## src/rtl/eth_rx_perf_if.sv

```systemverilog
// MAC receive-event and snapshot bus for eth_rx_perf_counters.
// master = MAC/host side driving frame events and snapshot requests; slave = counter block.
interface eth_rx_perf_if #(
    parameter int CNT_WIDTH      = 32,
    parameter int BYTE_CNT_WIDTH = 48
);
    // Every signal here is a single-cycle qualifier sampled on the rising clk edge.
    // There is no backpressure: rx_* and snap_req are always accepted, and
    // snap_valid pulses for exactly one cycle after snap_req.
    logic                      rx_start;
    logic                      rx_data_valid;
    logic [2:0]                rx_bytes_valid;
    logic                      rx_commit;
    logic                      rx_drop;
    logic                      snap_req;
    logic                      snap_clear;
    logic                      snap_valid;
    logic [CNT_WIDTH-1:0]      frames_ok;
    logic [CNT_WIDTH-1:0]      frames_dropped;
    logic [BYTE_CNT_WIDTH-1:0] bytes_ok;

    modport master (
        output rx_start, rx_data_valid, rx_bytes_valid, rx_commit, rx_drop,
        output snap_req, snap_clear,
        input  snap_valid, frames_ok, frames_dropped, bytes_ok
    );

    modport slave (
        input  rx_start, rx_data_valid, rx_bytes_valid, rx_commit, rx_drop,
        input  snap_req, snap_clear,
        output snap_valid, frames_ok, frames_dropped, bytes_ok
    );
endinterface

```

## src/rtl/eth_rx_perf_counters.sv

```systemverilog
// Ethernet RX frame/byte performance counters with snapshot-and-clear readout.
// Optional macro ETH_RX_PERF_ACTIVITY_LED_EN enables a stretched frame-activity LED.
module eth_rx_perf_counters #(
    parameter int CNT_WIDTH      = 32,
    parameter int BYTE_CNT_WIDTH = 48,
    parameter int LED_STRETCH    = 12500000
) (
    input  logic            clk,
    input  logic            rst,
    input  logic            link_up,
    eth_rx_perf_if.slave    bus,
    output logic            activity_led,
    output logic [0:0]      fsm_state
);
    localparam logic [0:0] IDLE     = 1'b0;
    localparam logic [0:0] IN_FRAME = 1'b1;

    logic [0:0]                state, state_next;
    logic [BYTE_CNT_WIDTH-1:0] acc, acc_next;
    logic [BYTE_CNT_WIDTH-1:0] word_bytes, frame_bytes;
    logic                      commit_evt, drop_evt;
    logic [CNT_WIDTH-1:0]      live_ok, live_drop, live_ok_next, live_drop_next;
    logic [BYTE_CNT_WIDTH-1:0] live_bytes, live_bytes_next;

    function automatic logic [CNT_WIDTH-1:0] sat_inc(input logic [CNT_WIDTH-1:0] v,
                                                     input logic en);
        return (en && (v != '1)) ? v + CNT_WIDTH'(1) : v;
    endfunction

    function automatic logic [BYTE_CNT_WIDTH-1:0] sat_add(input logic [BYTE_CNT_WIDTH-1:0] a,
                                                          input logic [BYTE_CNT_WIDTH-1:0] b);
        logic [BYTE_CNT_WIDTH:0] s;
        s = {1'b0, a} + {1'b0, b};
        return s[BYTE_CNT_WIDTH] ? '1 : s[BYTE_CNT_WIDTH-1:0];
    endfunction

    // Out-of-range byte counts (0, 5..7) are taken as a full 4-byte word.
    always_comb begin
        word_bytes = '0;
        if (bus.rx_data_valid) begin
            if (bus.rx_bytes_valid == 3'd0 || bus.rx_bytes_valid > 3'd4)
                word_bytes = BYTE_CNT_WIDTH'(4);
            else
                word_bytes = {{(BYTE_CNT_WIDTH-3){1'b0}}, bus.rx_bytes_valid};
        end
    end

    assign frame_bytes = sat_add(acc, word_bytes);

    // Priority inside a frame: link loss > restart > drop > commit > data.
    always_comb begin
        state_next = state;
        acc_next   = acc;
        commit_evt = 1'b0;
        drop_evt   = 1'b0;
        case (state)
            IDLE: begin
                if (link_up && bus.rx_start) begin
                    state_next = IN_FRAME;
                    acc_next   = word_bytes;
                end
            end
            IN_FRAME: begin
                if (!link_up) begin
                    drop_evt   = 1'b1;
                    state_next = IDLE;
                    acc_next   = '0;
                end else if (bus.rx_start) begin
                    drop_evt = 1'b1;
                    acc_next = word_bytes;
                end else if (bus.rx_drop) begin
                    drop_evt   = 1'b1;
                    state_next = IDLE;
                    acc_next   = '0;
                end else if (bus.rx_commit) begin
                    commit_evt = 1'b1;
                    state_next = IDLE;
                    acc_next   = '0;
                end else begin
                    acc_next = frame_bytes;
                end
            end
            default: begin
                state_next = IDLE;
                acc_next   = '0;
            end
        endcase
    end

    assign live_ok_next    = sat_inc(live_ok, commit_evt);
    assign live_drop_next  = sat_inc(live_drop, drop_evt);
    assign live_bytes_next = commit_evt ? sat_add(live_bytes, frame_bytes) : live_bytes;
    assign fsm_state       = state;

    // Snapshot takes the post-event values so a same-cycle event lands in the
    // snapshot, while a clear discards it from the live counters.
    always_ff @(posedge clk or posedge rst) begin
        if (rst) begin
            state              <= IDLE;
            acc                <= '0;
            live_ok            <= '0;
            live_drop          <= '0;
            live_bytes         <= '0;
            bus.snap_valid     <= 1'b0;
            bus.frames_ok      <= '0;
            bus.frames_dropped <= '0;
            bus.bytes_ok       <= '0;
        end else begin
            state          <= state_next;
            acc            <= acc_next;
            bus.snap_valid <= bus.snap_req;
            if (bus.snap_req && bus.snap_clear) begin
                live_ok    <= '0;
                live_drop  <= '0;
                live_bytes <= '0;
            end else begin
                live_ok    <= live_ok_next;
                live_drop  <= live_drop_next;
                live_bytes <= live_bytes_next;
            end
            if (bus.snap_req) begin
                bus.frames_ok      <= live_ok_next;
                bus.frames_dropped <= live_drop_next;
                bus.bytes_ok       <= live_bytes_next;
            end
        end
    end

`ifdef ETH_RX_PERF_ACTIVITY_LED_EN
    localparam int TW = (LED_STRETCH < 1) ? 1 : $clog2(LED_STRETCH + 1);
    logic [TW-1:0] led_timer;

    always_ff @(posedge clk or posedge rst) begin
        if (rst)
            led_timer <= '0;
        else if (commit_evt || drop_evt)
            led_timer <= TW'(LED_STRETCH);
        else if (led_timer != '0)
            led_timer <= led_timer - TW'(1);
    end

    assign activity_led = (led_timer != '0);
`else
    always_ff @(posedge clk or posedge rst) begin
        if (rst)
            activity_led <= 1'b0;
        else
            activity_led <= link_up;
    end
`endif
endmodule

```

## src/flat_wrapper.sv

```systemverilog
// flat-port wrapper written by rule: the top's interface ports become plain ports
module eth_rx_perf_counters_flat 
#(
    parameter int CNT_WIDTH      = 32,
    parameter int BYTE_CNT_WIDTH = 48,
    parameter int LED_STRETCH    = 12500000
)
  (clk, rst, link_up, activity_led, fsm_state, bus_rx_start, bus_rx_data_valid, bus_rx_bytes_valid, bus_rx_commit, bus_rx_drop, bus_snap_req, bus_snap_clear, bus_snap_valid, bus_frames_ok, bus_frames_dropped, bus_bytes_ok);
  eth_rx_perf_if #(.CNT_WIDTH(CNT_WIDTH), .BYTE_CNT_WIDTH(BYTE_CNT_WIDTH)) bus_i ();
  input  logic clk;
  input  logic rst;
  input  logic link_up;
  output logic activity_led;
  output logic [0:0] fsm_state;
  input wire logic [$bits(bus_i.rx_start)-1:0] bus_rx_start;
  input wire logic [$bits(bus_i.rx_data_valid)-1:0] bus_rx_data_valid;
  input wire logic [$bits(bus_i.rx_bytes_valid)-1:0] bus_rx_bytes_valid;
  input wire logic [$bits(bus_i.rx_commit)-1:0] bus_rx_commit;
  input wire logic [$bits(bus_i.rx_drop)-1:0] bus_rx_drop;
  input wire logic [$bits(bus_i.snap_req)-1:0] bus_snap_req;
  input wire logic [$bits(bus_i.snap_clear)-1:0] bus_snap_clear;
  output wire logic [$bits(bus_i.snap_valid)-1:0] bus_snap_valid;
  output wire logic [$bits(bus_i.frames_ok)-1:0] bus_frames_ok;
  output wire logic [$bits(bus_i.frames_dropped)-1:0] bus_frames_dropped;
  output wire logic [$bits(bus_i.bytes_ok)-1:0] bus_bytes_ok;
  assign bus_i.rx_start = bus_rx_start;
  assign bus_i.rx_data_valid = bus_rx_data_valid;
  assign bus_i.rx_bytes_valid = bus_rx_bytes_valid;
  assign bus_i.rx_commit = bus_rx_commit;
  assign bus_i.rx_drop = bus_rx_drop;
  assign bus_i.snap_req = bus_snap_req;
  assign bus_i.snap_clear = bus_snap_clear;
  assign bus_snap_valid = bus_i.snap_valid;
  assign bus_frames_ok = bus_i.frames_ok;
  assign bus_frames_dropped = bus_i.frames_dropped;
  assign bus_bytes_ok = bus_i.bytes_ok;
  eth_rx_perf_counters #(.CNT_WIDTH(CNT_WIDTH), .BYTE_CNT_WIDTH(BYTE_CNT_WIDTH), .LED_STRETCH(LED_STRETCH)) u_core (.clk(clk), .rst(rst), .link_up(link_up), .bus(bus_i), .activity_led(activity_led), .fsm_state(fsm_state));
endmodule
```

## config.mk

```make
export PLATFORM = sky130hd
export DESIGN_NAME = eth_rx_perf_counters_flat
export DESIGN_NICKNAME = d
export VERILOG_FILES = /design/src/rtl/eth_rx_perf_if.sv /design/src/rtl/eth_rx_perf_counters.sv /design/src/flat_wrapper.sv
export SDC_FILE = /design/constraint.sdc
export NUM_CORES = 1
export LEC_CHECK = 0
export CAP_MARGIN = 5
export CORE_MARGIN = 2
export CORE_UTILIZATION = 45
export CTS_BUF_LIST = sky130_fd_sc_hd__clkbuf_4 sky130_fd_sc_hd__clkbuf_8
export CTS_CLUSTER_SIZE = 12
export DETAILED_ROUTE_END_ITERATION = 10
export PLACE_DENSITY_LB_ADDON = 0.25
export SLEW_MARGIN = 10
export SYNTH_ARGS = -nofsm -noshare
export SYNTH_HDL_FRONTEND = slang
export SYNTH_SLANG_ARGS = --single-unit
```

## constraint.sdc

```tcl
create_clock -name clk -period 7.7 [get_ports clk]
set_input_delay 0.77 -clock clk [delete_from_list [all_inputs] [get_ports clk]]
set_output_delay 0.77 -clock clk [all_outputs]
set_load 0.1 [all_outputs]
```

Word level (Yosys, flattened, before mapping)

Cells that the tools add are included.

Bits in registers: 275
Bits in latches: 0
RAM bits: 0
Memory bits (read-only): 0
Input port bits: 12
Output and inout port bits: 115
Logic and storage cells: 56
Memories kept: 0

$add $sub $neg: 4
Multipliers: 0
Div/mod/pow operators: 0
Order comparisons: 1
Equal/unequal tests: 3
Shifts and indexed selects: 0
Muxes and demuxes: 31
Bitwise logic cells: 1
Reduce and logical (&&, ||, !) cells: 6

Operators with widths:

| kind                  | number |
|---|---|
| $mux 48               | 10 |
| $mux 32               | 4 |
| $add 48x48->49        | 2 |
| $pmux 48 s2           | 1 |
| $add 32x1->32 const B | 2 |
| $ne 32x32->1 const B  | 2 |
| $mux 1                | 14 |
| $logic_and 1x1->1     | 4 |
| $gt 3x3->1 const B    | 1 |
| $logic_not 3->1       | 1 |
| $mux 3                | 1 |
| $ne 2x1->1 const B    | 1 |
| $pmux 1 s2            | 1 |
| $logic_or 1x1->1      | 1 |
| $not 1->1             | 1 |

Logic depth before layout (Yosys ltp)

Depth in word-level cells: 11
Gate-level depth with buffers: 26
Mapped depth without buffers: 23

Worst setup path after synthesis

No wires, ideal clock.

Path kind: in2reg
From: input bus_rx_bytes_valid[1]
To: register u_core.bus.bytes_ok[46]
Data arrival time: 5347 ps
Data required time: 7596 ps
Setup slack: 2250 ps
Cell stages on the path: 23
Path buffers: 1
Cells stage by stage: or2_2 ha_1 and3b_1 xor2_1 ha_1 o21ai_0 a2111oi_4 nand3_1 or2_1 clkbuf_1 nand2b_1 ha_1 inv_1 fa_1 nand2b_1 a21oi_1 o21ai_0 a211oi_1 nor2_1 o31ai_1 a31oi_1 xor2_1 a221oi_1

Longest elaborated chain between the ends: 9
Elaborated cells on any way between the ends: 10
Classes of those cells: 2 x add/sub; 1 x order compare; 5 x mux; 2 x reduce/logical

RTL lines:

| what                                                 | line                        | text |
|---|---|---|
| start: declaration                                   | flat_wrapper.sv:17          | `input wire logic [$bits(bus_i.rx_bytes_valid)-1:0] bus_rx_bytes_valid;` |
| $gt 3x3->1 / $logic_not 3->1 (equally long branches) | eth_rx_perf_counters.sv:41  | `if (bus.rx_bytes_valid == 3'd0 \|\| bus.rx_bytes_valid > 3'd4)` |
| $logic_or 1x1->1                                     | eth_rx_perf_counters.sv:41  |  |
| $mux 3 *                                             | eth_rx_perf_counters.sv:41  |  |
| $mux 48 *                                            | eth_rx_perf_counters.sv:40  | `if (bus.rx_data_valid) begin` |
| $add 48x48->49 *                                     | eth_rx_perf_counters.sv:33  | `s = {1'b0, a} + {1'b0, b};` |
| $mux 48 *                                            | eth_rx_perf_counters.sv:34  | `return s[BYTE_CNT_WIDTH] ? '1 : s[BYTE_CNT_WIDTH-1:0];` |
| $add 48x48->49 *                                     | eth_rx_perf_counters.sv:33  |  |
| $mux 48 *                                            | eth_rx_perf_counters.sv:34  |  |
| $mux 48 *                                            | eth_rx_perf_counters.sv:92  | `assign live_bytes_next = commit_evt ? sat_add(live_bytes, frame_bytes) : live_bytes;` |
| end signal: assignment                               | eth_rx_perf_counters.sv:124 | `bus.bytes_ok <= live_bytes_next;` |
| end: declaration                                     | eth_rx_perf_if.sv:31        | `output snap_valid, frames_ok, frames_dropped, bytes_ok` |

Mark *: on every way between the ends. The rest lies on a longest branch, timed or not.
A chain may end at the register's enable or synchronous reset.

Worst setup path in the final report

From: input bus_rx_bytes_valid[1]
To: register u_core.bus.bytes_ok[21]

The elaborated chain is that of the path after synthesis.

==> results.md <==
| Result | Reported | Unit |
|---|---|---|
| Result of the run | completed | - |
| GPL Wtd Cong | 0.921 | - |
| Post-cts hold buffer count | 0 | - |
| Initial Utilization | 0.456 | - |
| Max-capacitance violation count | 0 | - |
| #FFs+latches synth | 275 | - |
| Via count | 12993 | - |
| Iteration count of the initial detailed-routing pass | 5 | - |
| Net count reported at finish | 1890 | - |
| Critical path fanouts, max | 19 | - |
| Type of element capturing the critical path | register | - |
| Site row count | 67 | - |
| Die area | 0.0355 | mm2 |
| Clock power share | 0.415 | - |
| TritonCTS clock tree | yes | - |
| Unrepaired setup endpoints after global routing | false | - |
| Final setup skew | 0.0414 | ns |
| Total I/O pin count | 127 | - |
| First-pass GRT wire length | 67.9 | mm |
| Leak pwr | 8.28 | nW |
| Post-synthesis to final-layout area growth | 17.9 | % |
| Routed WL | 41.1 | mm |
| Share of post-route cells with drive strength above 1 | 0.0749 | - |
| Required time at the worst-slack endpoint | 8.19 | ns |
| Period Utilization, post-route | 0.836 | - |
| Count of inserted antenna diode cells | 0 | - |
| Critical path class | in -> reg | - |
| Horizontal die dimension | 188 | um |
| Library cell used as clock root buffer | clkbuf_8 | - |
| First-iteration detailed-routing DRC count | 930 | - |
| Post-synth top area share | 0.450 | - |
| Maximum number of pins on one net before global-route repair | 145 | - |
| Highest clock frequency the design can meet | 155 | MHz |
| Async S/R FF share, synth | 1.00 | - |
| Most numerous cell in the Yosys netlist | dfrtp_1 | - |
| Cell accounting for the most synthesized area | dfrtp_1 | - |
| Worst endpoint data arrival time | 6.93 | ns |
| Number of nets with antenna violations after detailed routing | 0 | - |
| Post-synthesis sequential area ratio | 0.450 | - |
| Routed wirelength normalized by instance count | 17.8 | um |
| Seq pwr share | 0.422 | - |
| Number of hold-slack violations in the final timing report | 0 | - |
| Sw Ratio | 0.307 | - |
| Largest cells by area after synthesis | dfrtp_1, nor2_1, a21oi_1 | - |
| Std-Cell Core Area | 0.0335 | mm2 |
| Clock slew seen by the registers of the worst setup and hold paths | 0.06 | ns |
| Global Route Usage Sum | 0.235 | - |
| Count of cell types in the netlist | 74 | - |
| Detailed placement HPWL | 28.5 | mm |
| Setup violations, final | 0 | - |
| Number of gates resized after CTS | 0 | - |
| Worst-case setup slack after placement | 0.693 | ns |
| Worst slew margin | 0.215 | - |
| Smallest setup slack after layout | 1.27 | ns |
| Ys flop type | dfrtp_1 | - |
| Aggregate global routing overflow | 0 | - |
| Number of buffers inserted by port buffering | 126 | - |
| Mean instance size in the synthesized netlist | 8.93 | um2 |
| Yosys warnings | 0 | - |
| CTS HTree Levels | 2 | - |
| Number of clock sinks seen by CTS | 275 | - |
| Number of remaining DRC errors | 0 | - |
| P_int | 2.53 | mW |
| Vias in the first global route | 12959 | - |
| Post-CTS setup buffer count | 0 | - |
| P_sw | 1.12 | mW |
| Area of all placed cells without fillers | 0.0180 | mm2 |
| Worst Setup Start Kind | input pin | - |
| Die Height | 188 | um |
| Number of nets produced by synthesis | 1782 | - |
| Clock latency reported for the late side of the worst-skew pair | 0.61 | ns |
| Post-synth EDFFs | 0 | - |
| Netlist area before placement | 0.0153 | mm2 |
| Cell types with the highest counts after synthesis | dfrtp_1, nor2_1, nand2_1 | - |
| Power Density | 202 | mW/mm2 |
| Minimum period implied by the final worst setup slack | 6.43 | ns |
| Antenna violations before repair | 0 | - |
| Type of the tightest min-delay check | reg -> reg | - |
| Longest Clk Path Bufs | 3 | - |
| Area of placed instances | 0.0169 | mm2 |
| Number of instances in the synthesized netlist | 1713 | - |
| Worst-margin pin slew | 1.18 | ns |
| Mean number of vias per cell | 5.64 | - |
| Number of clock buffers inserted by TritonCTS | 48 | - |
| Combinational group share of total power | 0.163 | - |
| Aggregate negative setup slack | 0 | ns |
| Worst supply voltage drop on vdd | 0.000157 | V |
| Final-report max-slew violation count | 0 | - |
## cells in the final DEF (no fill, tap or decap), types with 13 or more instances in the layout
master             n
clkbuf_8          62
clkbuf_4          15
o21ai_0          122
a21oi_1          157
xnor2_1           71
nand4_1           34
inv_1             35
a21o_1            25
nand3_1           52
nand2_1          181
xor2_1            67
nor3_1            14
buf_4             16
ha_1              56
and3_1            27
nor2_1           249
nand2b_1          13
a22o_1            31
dfrtp_1          275
o22ai_1           29
clkdlybuf4s50_1  125
## critical path: stages
cell and delay (ns):
clkdlybuf4s50_1 0.43, or2_2 0.30, ha_1 0.28, and3b_1 0.28, xor2_1 0.17, ha_1 0.21, o21ai_0 0.19, a2111oi_4 0.44
nand3_1 0.13, or2_1 0.48, nand2b_1 0.20, ha_1 0.22, inv_1 0.07, fa_1 0.40, nand2b_1 0.18, a21oi_1 0.19
o21ai_0 0.29, a211oi_1 0.42, o21ai_0 0.16, nand3_1 0.28, buf_4 0.25, buf_4 0.24, o22ai_1 0.13, o21ai_0 0.19
## metal layers
layer / wire length, um / up-vias / global-route usage
met5: 0 / - / 0
met4: 863 / 0 / 0.0649
met3: 2390 / 71 / 0.0473
met2: 18800 / 355 / 0.376
met1: 19000 / 6322 / 0.326
li1: - / 6245 / -
## state kept, by name, indices dropped and copies added (netlist names)
| name | flops |
|---|---|
| u_core.acc | 48 |
| u_core.activity_led | 1 |
| u_core.bus.bytes_ok | 48 |
| u_core.bus.frames_dropped | 32 |
| u_core.bus.frames_ok | 32 |
| u_core.bus.snap_valid | 1 |
| u_core.fsm_state | 1 |
| u_core.live_bytes | 48 |
| u_core.live_drop | 32 |
| u_core.live_ok | 32 |
## stage by stage
stage / total power [mW] / cells / utilization / hold slack (ns)
after floorplan: 2.01 / 1713 / - / 0.485
after global placement: 2.16 / 2219 / 0.505 / 0.469
after detailed placement: 2.16 / 2219 / 0.505 / 0.470
after CTS: 3.70 / 2305 / 0.538 / 0.480
after global routing: 3.80 / 2305 / 0.538 / 0.497
final: 3.65 / 2305 / 0.538 / 0.483
## cell families after synthesis
logic type,synth area share
XOR/XNOR,0.0790
AND/OR/NAND/NOR,0.203
flip-flops,0.450
AO/OA/AOI/OAI,0.186
multiplexers,0.00344
adder cells (fa/ha/maj),0.0478
buffers and inverters,0.0310
## cell type report
| type | count | area (um2) |
|---|---|---|
| clock buffers | 77 | 966 |
| clock inverters | 9 | 135 |
| fillers | 3151 | 15500 |
| inverters | 37 | 143 |
| multi-input cells | 1317 | 7960 |
| flip-flops and latches | 275 | 6880 |
| well taps | 448 | 561 |
| repair buffers | 142 | 1390 |
## power by group through the flow
stage	clock network (mW)	registers [mW]	logic, mW
after detailed placement	0	1.57	0.599
after global placement	0	1.57	0.595
after floorplan	0	1.85	0.156
after global routing	1.63	1.55	0.631
final	1.51	1.54	0.595
after CTS	1.55	1.54	0.600
## final timing paths
check	end	start	slack, ns	cells after the start
setup / recovery	u_core.bus.bytes_ok[21]	bus_rx_bytes_valid[1]	1.27	24
hold / removal	u_core.bus.bytes_ok[31]	u_core.bus.bytes_ok[31]	0.48	2
setup reg to reg	u_core.bus.bytes_ok[21]	u_core.acc[9]	2.26	19
hold reg to reg	u_core.bus.bytes_ok[31]	u_core.bus.bytes_ok[31]	0.48	2
max in group asynchronous	u_core.bus.frames_dropped[7]	rst	5.32	4
min in group asynchronous	u_core.bus.frames_ok[19]	rst	0.60	2
Note: power is estimated with default switching activity, not from simulation.
